==> src/rtl/flash_pkg.sv <==
// flash_pkg: shared widths, FSM states and half-word select for the flash sample reader.
package flash_pkg;

   typedef enum logic [1:0] {IDLE, REQUEST, WAIT_DATA, DONE} state_t;

   localparam int FLASH_ADDR_W = 23;
   localparam int FLASH_DATA_W = 32;
   localparam int SAMPLE_W     = 16;
   localparam logic [3:0] BYTEENABLE_ALL = 4'b1111;

   function automatic logic [SAMPLE_W-1:0] pick_half(input logic [FLASH_DATA_W-1:0] word, input logic upper);
      return upper ? word[FLASH_DATA_W-1:SAMPLE_W] : word[SAMPLE_W-1:0];
   endfunction

endpackage

==> src/rtl/flash_sample_reader_if.sv <==
// flash_sample_reader_if: Avalon-MM read-only flash port; master is the reader, slave is the flash.
interface flash_sample_reader_if;
   import flash_pkg::*;

   logic                    flash_mem_read;
   logic [FLASH_ADDR_W-1:0] flash_mem_address;
   logic [3:0]              flash_mem_byteenable;
   logic                    flash_mem_waitrequest;
   logic [FLASH_DATA_W-1:0] flash_mem_readdata;
   logic                    flash_mem_readdatavalid;

   modport master (
      output flash_mem_read, flash_mem_address, flash_mem_byteenable,
      input  flash_mem_waitrequest, flash_mem_readdata, flash_mem_readdatavalid
   );

   modport slave (
      input  flash_mem_read, flash_mem_address, flash_mem_byteenable,
      output flash_mem_waitrequest, flash_mem_readdata, flash_mem_readdatavalid
   );

endinterface

==> src/rtl/flash_sample_reader.sv <==
// flash_sample_reader: fetches one 16-bit sample from a 32-bit Avalon-MM flash word.
// Optional one-word cache enabled by defining FLASH_WORD_CACHE_EN.
module flash_sample_reader
   import flash_pkg::*;
(
   input  logic                clk,
   input  logic                reset,
   input  logic                req_start,
   input  logic [23:0]         sample_addr,
   output logic                busy,
   output logic [SAMPLE_W-1:0] sample_out,
   output logic                sample_valid,
   flash_sample_reader_if.master flash
);

   state_t              r_state, w_next;
   logic [23:0]         r_addr;
   logic [SAMPLE_W-1:0] r_sample, w_hit_sample;
   logic                w_accept, w_capture, w_hit;

   assign w_accept = req_start && (r_state == IDLE || r_state == DONE);
   // data arriving on the same edge the read is accepted is taken straight away
   assign w_capture = flash.flash_mem_readdatavalid &&
                      (r_state == WAIT_DATA || (r_state == REQUEST && !flash.flash_mem_waitrequest));

`ifdef FLASH_WORD_CACHE_EN
   logic                    r_tag_valid;
   logic [FLASH_ADDR_W-1:0] r_tag;
   logic [FLASH_DATA_W-1:0] r_word;

   always_ff @(posedge clk or posedge reset)
      if (reset) begin
         r_tag_valid <= 1'b0;
         r_tag       <= '0;
         r_word      <= '0;
      end else if (w_capture) begin
         r_tag_valid <= 1'b1;
         r_tag       <= r_addr[23:1];
         r_word      <= flash.flash_mem_readdata;
      end

   assign w_hit        = r_tag_valid && r_tag == sample_addr[23:1];
   assign w_hit_sample = pick_half(r_word, sample_addr[0]);
`else
   assign w_hit        = 1'b0;
   assign w_hit_sample = '0;
`endif

   always_ff @(posedge clk or posedge reset)
      if (reset) begin
         r_state  <= IDLE;
         r_addr   <= '0;
         r_sample <= '0;
      end else begin
         r_state <= w_next;
         if (w_accept) r_addr <= sample_addr;
         if (w_capture) r_sample <= pick_half(flash.flash_mem_readdata, r_addr[0]);
         else if (w_accept && w_hit) r_sample <= w_hit_sample;
      end

   always_comb begin
      w_next               = r_state;
      busy                 = 1'b0;
      sample_valid         = 1'b0;
      flash.flash_mem_read = 1'b0;
      case (r_state)
         IDLE:      w_next = w_accept ? (w_hit ? DONE : REQUEST) : IDLE;
         REQUEST: begin
            busy                 = 1'b1;
            flash.flash_mem_read = 1'b1;
            w_next               = w_capture ? DONE : (flash.flash_mem_waitrequest ? REQUEST : WAIT_DATA);
         end
         WAIT_DATA: begin
            busy   = 1'b1;
            w_next = w_capture ? DONE : WAIT_DATA;
         end
         DONE: begin
            sample_valid = 1'b1;
            w_next       = w_accept ? (w_hit ? DONE : REQUEST) : IDLE;
         end
         default:   w_next = IDLE;
      endcase
   end

   assign sample_out                 = r_sample;
   assign flash.flash_mem_address    = r_addr[23:1];
   assign flash.flash_mem_byteenable = BYTEENABLE_ALL;

endmodule

==> src/flat_wrapper.sv <==
// flat-port wrapper written by rule: the top's interface ports become plain ports
module flash_sample_reader_flat import flash_pkg::*;
  (clk, reset, req_start, sample_addr, busy, sample_out, sample_valid, flash_flash_mem_read, flash_flash_mem_address, flash_flash_mem_byteenable, flash_flash_mem_waitrequest, flash_flash_mem_readdata, flash_flash_mem_readdatavalid);
  flash_sample_reader_if flash_i ();
  input  logic clk;
  input  logic reset;
  input  logic req_start;
  input  logic [23:0] sample_addr;
  output logic busy;
  output logic [SAMPLE_W-1:0] sample_out;
  output logic sample_valid;
  output wire logic [$bits(flash_i.flash_mem_read)-1:0] flash_flash_mem_read;
  output wire logic [$bits(flash_i.flash_mem_address)-1:0] flash_flash_mem_address;
  output wire logic [$bits(flash_i.flash_mem_byteenable)-1:0] flash_flash_mem_byteenable;
  input wire logic [$bits(flash_i.flash_mem_waitrequest)-1:0] flash_flash_mem_waitrequest;
  input wire logic [$bits(flash_i.flash_mem_readdata)-1:0] flash_flash_mem_readdata;
  input wire logic [$bits(flash_i.flash_mem_readdatavalid)-1:0] flash_flash_mem_readdatavalid;
  assign flash_flash_mem_read = flash_i.flash_mem_read;
  assign flash_flash_mem_address = flash_i.flash_mem_address;
  assign flash_flash_mem_byteenable = flash_i.flash_mem_byteenable;
  assign flash_i.flash_mem_waitrequest = flash_flash_mem_waitrequest;
  assign flash_i.flash_mem_readdata = flash_flash_mem_readdata;
  assign flash_i.flash_mem_readdatavalid = flash_flash_mem_readdatavalid;
  flash_sample_reader u_core (.clk(clk), .reset(reset), .req_start(req_start), .sample_addr(sample_addr), .busy(busy), .sample_out(sample_out), .sample_valid(sample_valid), .flash(flash_i));
endmodule
==> config.mk <==
export PLATFORM = sky130hd
export DESIGN_NAME = flash_sample_reader_flat
export DESIGN_NICKNAME = d
export VERILOG_FILES = /design/src/rtl/flash_pkg.sv /design/src/rtl/flash_sample_reader_if.sv /design/src/rtl/flash_sample_reader.sv /design/src/flat_wrapper.sv
export SDC_FILE = /design/constraint.sdc
export NUM_CORES = 1
export LEC_CHECK = 0
export BUFFER_PORTS_ARGS = -buffer_cell sky130_fd_sc_hd__clkbuf_2
export CORE_MARGIN = 5
export CORE_UTILIZATION = 49
export CTS_CLUSTER_DIAMETER = 200
export CTS_CLUSTER_SIZE = 12
export DETAILED_ROUTE_END_ITERATION = 8
export MAX_ROUTING_LAYER = met4
export PLACE_DENSITY_LB_ADDON = 0.05
export SYNTH_ARGS = -nofsm -noshare
export SYNTH_HDL_FRONTEND = slang
export SYNTH_SLANG_ARGS = --single-unit
==> constraint.sdc <==
create_clock -name clk -period 3.6 [get_ports clk]
set_input_delay 0.36 -clock clk [delete_from_list [all_inputs] [get_ports clk]]
set_output_delay 0.36 -clock clk [all_outputs]
set_load 0.05 [all_outputs]
## After elaboration in Yosys (flattened, before gate mapping)

Index checks and enable logic that the tools add are counted.

- Eq/ne operators: 3
- Multiplexer cells: 9
- Reductions and logical operators: 9

Operator list:

| cell | number |
|---|---|
| 16-bit two-way mux | 1 |
| 2-bit case mux with 3 select lines | 1 |
| 1-bit two-way mux | 5 |
| 2-bit equality test (second input constant) | 2 |
| 2-bit two-way mux | 2 |
| 2-bit OR reduction | 2 |
| 1-bit logical AND | 3 |
| 2-bit by 1-bit equality test with 1-bit output (second input constant) | 1 |
| 2-bit zero test | 1 |
| 1-bit logical OR | 2 |
| 1-bit zero test | 1 |

- Register bits: 42
- Input bits: 61
- Output and inout port bits: 46
- Logic and storage cells: 24

## Depth between registers and ports, before layout

Gate-level depths: netlist (run 1).

- Depth after elaboration: 6
- Mapped depth: 7

## Worst setup path after synthesis (run 1)

Ideal clock, no wire load.

- Kind: reg-to-reg
- Start: register u_core.r_state[1]
- End: register u_core.r_sample[0], in the netlist u_core.sample_out[0]
- Data arrival time: 1836 ps
- Data required time: 3475 ps
- Slack: 1639 ps
- Stages on the path, launching flop included: 8
- Path buffers: 2
- Period minus slack after synthesis: 1961 ps
- Path through: dfrtp_1 -> inv_1 -> ha_1 -> nor2b_4 -> o21a_1 -> buf_6 -> buf_12 -> mux2_4

- Word-level cells in the longest chain between the ends: 4

Ends and longest elaborated chain:

| element | RTL line | RTL |
|---|---|---|
| start, declared | flash_sample_reader.sv:16 | `state_t r_state, w_next;` |
| start signal, assigned | flash_sample_reader.sv:55 | `r_state <= w_next;` |
| 2-bit by 1-bit equality test with 1-bit output | flash_sample_reader.sv:24 | `(r_state == WAIT_DATA \|\| (r_state == REQUEST && !flash.flash_mem_waitrequest));` |
| 1-bit logical AND | flash_sample_reader.sv:24 |  |
| 1-bit logical OR * | flash_sample_reader.sv:24 |  |
| 1-bit logical AND * | flash_sample_reader.sv:23 | `assign w_capture = flash.flash_mem_readdatavalid &&` |
| end signal, assigned | flash_sample_reader.sv:57 | `if (w_capture) r_sample <= pick_half(flash.flash_mem_readdata, r_addr[0]);` |
| end signal, assigned | flash_sample_reader.sv:58 | `else if (w_accept && w_hit) r_sample <= w_hit_sample;` |
| end, declared | flash_sample_reader.sv:18 | `logic [SAMPLE_W-1:0] r_sample, w_hit_sample;` |

Mark *: on every way between the ends. The rest lies on a longest branch, timed or not.
A chain may end at the register's enable or synchronous reset.

## Worst setup path after layout (run 1)

- Start: register u_core.r_state[1]
- End: register u_core.r_sample[13], in the netlist u_core.sample_out[13]

Same word-level chain as after synthesis.

==> run metrics, run 1 <==
Max Slew Vio Count 0; Placer Congestion 0.804; CTS Buf Count 5; FF-to-FF End u_core.sample_out[13]$_DFFE_PP0P_; status complete, no violations; CTS Root Cell clkbuf_8; grt ovf 0; Die Area 5690 µm²; reg2reg path depth 5; I/O pin total 107; proportion of netlist area held by the largest area contributor 0.501; core box area 4090 µm²; Max Freq 0.483 GHz; final period demand of the worst path 2.07 ns; largest area contributor in the netlist dfrtp_1; Worst Skew 0.00886 ns; layout cells sized above 1 0.725; first-pass GRT wire length 6350 µm; RSZ-0062 raised after global routing false; CTS sink count 42; Detailed Route Iter0 Violations 55; die height 75.4 µm; Hold Vio Cnt, Final 0; slew margin rel. 0.336; drt via density 4.73; Tcrit/Tclk final 0.575; DRT Wirelength 4160 µm; Synth Area per Inst 14.1 µm²; Yosys reg bits 42; Area growth, synth to finish 20.4%; Die X 75.4 µm; sequential fraction of the synthesis area 0.501; Post-Syn Instances 149; Cell Area, Synth 2100 µm²; number of global-route vias before repair 1405; Required @ worst endpoint 3.77 ns; R2R Setup Slk 1.53 ns; # rows 23; largest net degree at the start of global routing 43; max-cap violations 0; Critical Path Sink Type flip-flop; hold_buf cts 0; Final ANT Viol Nets 0; IO Port Bufs 102; GRT Resource Usage Total 0.154; critical path startpoint category flip-flop; Worst-Margin Slew 0.993 ns; Post-Route Setup TNS 0 ns; synth unique cells 17; worst skew pair latency 0.29 ns; 1st-pass router iterations 4; WP data arrival 2.23 ns; Initial Utilization 0.513; r2r startpoint u_core.r_state[1]$_DFF_PP0_; kind of critical path flip-flop to flip-flop; Min-Delay Path Class primary input to async pin; maximum clock path buffer count 2; post_cts resized 0; vias post-DR 1321; CP max FO 16; CTS tree done; DRC 0; top cells by area, synth dfrtp_1 (50%), mux2_2 (25%), buf_4 (10%), mux2_4 (7.2%), ha_1 (1.8%); Post CTS Setup Buffer Count 0; initial antenna violation count 0; # setup viols final 0; dpl hpwl 3360 µm; clk slew on worst S/H paths 0.08 ns; CTS H-tree depth 2; DR WL/cell 14.9 µm; ant diodes 0; yosys synthesis warning count 0; Nets 292
state kept, by name, summed over array words and instances (netlist names):
register	count
u_core.r_addr	24
u_core.sample_out	16
u_core.r_state	2
metal layers:
layer / part of all wire / track usage
met1: 0.38 / 0.168
met2: 0.50 / 0.256
met3: 0.12 / 0.0594
met4: 0.0086 / 0.0544
met5: 0 / -
synth_stat cells, drive strengths merged:
cell and n:
o21ai 2, a2bb2oi 1, o21a 1, inv 6
ha 3, buf 33, mux2 56, nor2b 1
conb 1, nand2 1, a21oi 1, dfrtp 42
nor2 1
cell families (layout without fill, tap and decap cells):
kind of cell / after synthesis / after routing / synth area share
AO/OA/AOI/OAI: 5 / 5 / 0.0149
other: 1 / 4 / 0.00179
buffers and inverters: 39 / 116 / 0.136
adder cells (fa/ha/maj): 3 / 3 / 0.0179
flip-flops: 42 / 42 / 0.501
multiplexers: 56 / 56 / 0.318
AND/OR/NAND/NOR: 3 / 3 / 0.0101
stage by stage:
stage / hold slack, ns / setup slack, ns / utilization / instance area (µm²) / instances
after floorplan: 0.469 / 1.64 / - / 2110 / 152
after global placement: 0.486 / 1.63 / 0.592 / 2420 / 271
after detailed placement: 0.493 / 1.52 / 0.592 / 2420 / 271
after CTS: 0.256 / 1.51 / 0.618 / 2530 / 279
after global routing: 0.289 / 1.40 / 0.618 / 2530 / 279
final: 0.223 / 1.53 / 0.618 / 2530 / 279
worst max-delay path, stage by stage, from the launching register on:
cell and delay, ns:
dfrtp_1 0.41, inv_1 0.07, ha_1 0.20, nor2b_4 0.17, o21a_1 0.69, mux2_2 0.42
worst max-delay path by stage:
| stage | start | endpoint | slack, ns | cells after the start |
|---|---|---|---|---|
| after floorplan | u_core.r_state[1]$_DFF_PP0_ | u_core.sample_out[0]$_DFFE_PP0P_ | 1.64 | 7 |
| after global placement | u_core.r_state[1]$_DFF_PP0_ | u_core.sample_out[9]$_DFFE_PP0P_ | 1.63 | 5 |
| after detailed placement | u_core.r_state[1]$_DFF_PP0_ | u_core.sample_out[11]$_DFFE_PP0P_ | 1.52 | 5 |
| after CTS | u_core.r_state[1]$_DFF_PP0_ | u_core.sample_out[11]$_DFFE_PP0P_ | 1.51 | 5 |
| after global routing | u_core.r_state[0]$_DFF_PP0_ | u_core.r_addr[20]$_DFFE_PP0P_ | 1.40 | 4 |
| final | u_core.r_state[1]$_DFF_PP0_ | u_core.sample_out[13]$_DFFE_PP0P_ | 1.53 | 5 |
cell usage in the layout (no fill, tap or decap):
| master | instances |
|---|---|
| clkbuf_2 | 102 |
| dfrtp_1 | 42 |
| mux2_2 | 46 |
| o21ai_0 | 2 |
| inv_2 | 1 |
| conb_1 | 4 |
| nor2_1 | 1 |
| ha_1 | 3 |
| inv_1 | 5 |
| bufinv_16 | 1 |
| nor2b_4 | 1 |
| o21a_1 | 1 |
| a2bb2oi_1 | 1 |
| mux2_4 | 10 |
| a21oi_1 | 1 |
| clkbuf_1 | 2 |
| nand2_1 | 1 |
| clkbuf_8 | 5 |
area by class of cell:
class,instances,area [µm²]
Multi-Input combinational cell,71,773
Tap cell,50,62.6
Clock inverter,1,30.0
Inverter,6,22.5
Clock buffer,7,76.3
Sequential cell,42,1050
Timing Repair Buffer,102,510
Fill cell,340,1560
Power of run 1 is not shown: default switching activity piles up to over one toggle a cycle in this logic, so the estimate is an artifact.
==> inputs of run 2 (changes only) <==
--- a/config.mk
+++ b/config.mk
@@ -5,9 +5,10 @@
 export SDC_FILE = /design/constraint.sdc
 export NUM_CORES = 1
 export LEC_CHECK = 0
+export ABC_AREA = 1
 export BUFFER_PORTS_ARGS = -buffer_cell sky130_fd_sc_hd__clkbuf_2
 export CORE_MARGIN = 5
-export CORE_UTILIZATION = 49
+export CORE_UTILIZATION = 46
 export CTS_CLUSTER_DIAMETER = 200
 export CTS_CLUSTER_SIZE = 12
 export DETAILED_ROUTE_END_ITERATION = 8
==> constraint.sdc (replaced) <==
create_clock -name clk -period 2.06 [get_ports clk]
set_input_delay 0.206 -clock clk [delete_from_list [all_inputs] [get_ports clk]]
set_output_delay 0.206 -clock clk [all_outputs]
set_load 0.05 [all_outputs]
==> run 2 against run 1 <==
Compared with the run above:
- non-clock buffer count is 7 higher
- via count increased by 39%
- global-route usage rose by 1.9 points
- highest routed layer unchanged
- synthesized cell count is 82% higher
- register-to-register slack lost 1.0 ns
- final cell count rose by 44%
- critical endpoint is now busy
==> run metrics, run 2 <==
1st-pass router iterations 4 (unchanged); critical path's slowest cell dfrtp_1; max reg flops 24 (unchanged); maximum clock path buffer count 2 (unchanged); post_cts resized 0 (unchanged); Critical Path Sink Type output port; DR WL/cell 12.3 µm (-17%); dpl hpwl 3590 µm (+6.9%); CTS Root Cell clkbuf_8; CTS sink count 42 (unchanged); Worst Skew 0.00567 ns (-0.00319 ns); grt ovf 0 (unchanged); compound-cell area share of the yosys netlist 0.0418 (+0.0269); most frequent cells in the layout clkbuf_2 (102), nand2_1 (98), dfrtp_1 (42); Post-Syn Instances 271 (+82%); status complete, no violations; clk slew on worst S/H paths 0.07 ns (about the same); FFs w/ async S/R, synth 1.00 (unchanged); critical path startpoint category flip-flop; PD cells 1880 nW/µm²; first-pass GRT wire length 8250 µm (+30%); Post-Synth Simple-Gate Area 0.282 (+0.272); CTS H-tree depth 2 (unchanged); largest family of logic cells by synthesized area simple AND/OR/NAND/NOR gates; WP data arrival 1.59 ns (-0.64 ns); largest area contributor in the netlist dfrtp_1; Required @ worst endpoint 1.85 ns (-1.92 ns); fraction of synthesized area in multiplexers 0 (-0.318); Fill cells 436 (+28%); CTS Buf Count 5 (unchanged); fin util 0.584 (-0.0346); Placer Congestion 0.729 (-9.4%); commonest cells in the synthesized netlist nand2_1 (98), dfrtp_1 (42), nand3_1 (41), buf_4 (27), inv_1 (23); largest net degree at the start of global routing 34 (-21%); DRT Wirelength 4940 µm (+19%); proportion of netlist area held by the largest area contributor 0.488 (-0.0128); RSZ-0062 raised after global routing false; drt via density 4.57 (-3.6%); critical path's top delay family buffers and inverters; crit path cell chain inv_1, ha_1, buf_4, inv_1, clkbuf_2; Detailed Route Iter0 Violations 67 (+22%); top cells by area, synth dfrtp_1 (49%), nand2_1 (17%), nand3_1 (9.5%), buf_4 (9.4%), o21ai_0 (4.2%); GRT Resource Usage Total 0.173 (+0.0189); layout cells sized above 1 0.338 (-0.387); DRC 0 (unchanged); Post-Route Setup TNS 0 ns (unchanged); Largest Register u_core.r_addr; count leader, synth nand2_1; ant diodes 0 (unchanged); synth unique cells 14 (-3); post-synthesis xor/xnor area fraction 0 (unchanged); die height 78.4 µm (+4.0%); Synth Flop Type dfrtp_1; Area growth, synth to finish 20.5% (about the same); final period demand of the worst path 1.80 ns; Die Area 6150 µm² (+8.1%); Final ANT Viol Nets 0 (unchanged); Synth Area per Inst 7.95 µm² (-44%); yosys synthesis warning count 0 (unchanged); Nets 413 (+41%); Cell Area, Synth 2150 µm² (+2.6%); CP max FO 14 (-2); kind of critical path flip-flop to output port; crit-path most repeated cell inv_1; core box area 4440 µm² (+8.8%); r2r startpoint u_core.r_state[1]$_DFF_PP0_; vias post-DR 1831 (+39%); # rows 24 (+4.3%); crit path launch u_core.r_state[0]$_DFF_PP0_; WP buf/inv 4 (+3); initial antenna violation count 0 (unchanged); Yosys reg bits 42 (unchanged); VDD IR max 0.724 mV; Synth Area in Adders 0.0174 (-0.000457); I/O pin total 107 (unchanged); IO Port Bufs 102 (unchanged); R2R Setup Slk 0.49 ns (-1.04 ns); Min-Delay Path Class primary input to flip-flop; Hold Vio Cnt, Final 0 (unchanged); Tcrit/Tclk final 0.873; leakage power 0.00159 µW; hold_sp sample_addr[3]; CTS tree done; worst skew pair latency 0.28 ns (about the same); number of synthesized flops with an enable pin 0 (unchanged); CP max stage delay 0.38 ns (-0.31 ns); commonest non-fill, non-tap cell in the layout clkbuf_2; max-cap violations 0 (unchanged); Initial Utilization 0.485 (-0.0290); Max Slew Vio Count 0 (unchanged); # setup viols final 0 (unchanged); Die X 78.4 µm (+4.0%); number of global-route vias before repair 1750 (+25%); sequential fraction of the synthesis area 0.488 (-0.0128); Max Freq 0.556 GHz
[run 2: cell types whose count changed in the layout (fill, tap and decap cells not counted), sizes merged]
cell         previous run  this run
nor2b                   1         0
mux2                   56         0
o21ai                   2        18
nand3                   0        42
o21a                    1         0
buf                     0         6
a2bb2oi                 1         0
inv                     6        23
bufinv                  1         0
a21oi                   1         0
nor2                    1         0
nand2                   1       101
dlygate4sd3             0         1
[run 2: worst paths after layout]
| path | cells after the start | end |
|---|---|---|
| setup / recovery | 5 | busy |
| hold / removal | 3 | u_core.r_addr[3]$_DFFE_PP0P_ |
| setup reg to reg | 6 | u_core.sample_out[15]$_DFFE_PP0P_ |
| hold reg to reg | 2 | u_core.r_addr[1]$_DFFE_PP0P_ |
| max in group asynchronous | 4 | u_core.r_addr[8]$_DFFE_PP0P_ |
| min in group asynchronous | 3 | u_core.r_addr[22]$_DFFE_PP0P_ |
[run 2: area by class of cell]
class                           instances  area (µm²)  area share
Tap cell                               52        65.1      0.0251
Inverter                               23        86.3      0.0333
Clock buffer                            7        76.3      0.0294
Multi-Input combinational cell        168         749       0.289
Timing Repair Buffer                  109         566       0.218
Sequential cell                        42        1050       0.405
[run 2: kinds of logic after synthesis]
group,after synthesis
AOI/OAI and AO/OA,18
buffers and inverters,64
and+or+nand+nor,143
other,1
adders and majority gates,3
DFF,42
[run 2: power by group]
part           internal, µW  switching [µW]
sequential             1220             207
clock                   233             252
combinational           680            2290
total                  2130            2750
[run 2: metal layers]
layer / up-vias / part of all wire / global-route usage
li1: 963 / - / -
met1: 800 / 0.45 / 0.217
met2: 64 / 0.48 / 0.286
met3: 4 / 0.063 / 0.0446
met4: 0 / 0.0077 / 0.0315
met5: - / 0 / -
[run 2: worst register-to-register path: stages (launching register included)]
cell	delay (ns)
dfrtp_1	0.40
inv_1	0.06
ha_1	0.23
nand3_2	0.35
nand2_4	0.32
nand2_1	0.09
nand2_1	0.06
[run 2: what timing repair did]
item,CTS,global route
hold buffers,1,0
setup buffers,0,0
endpoints found under the hold margin,20,0
[run 2: stage by stage]
stage | hold slack [ns] | area [µm²] | setup WS, ns | cells | total power, µW
CTS | 0.129 | 2590 | 0.248 | 401 | 4940
detailed placement | 0.249 | 2510 | 0.480 | 393 | 4440
global placement | 0.241 | 2510 | 0.507 | 393 | 4410
finish | 0.138 | 2590 | 0.263 | 401 | 4880
floorplan | 0.339 | 2160 | 0.422 | 274 | 4070
global route | 0.122 | 2590 | 0.197 | 401 | 5230
No activity file was read; power rests on OpenSTA's default activity.
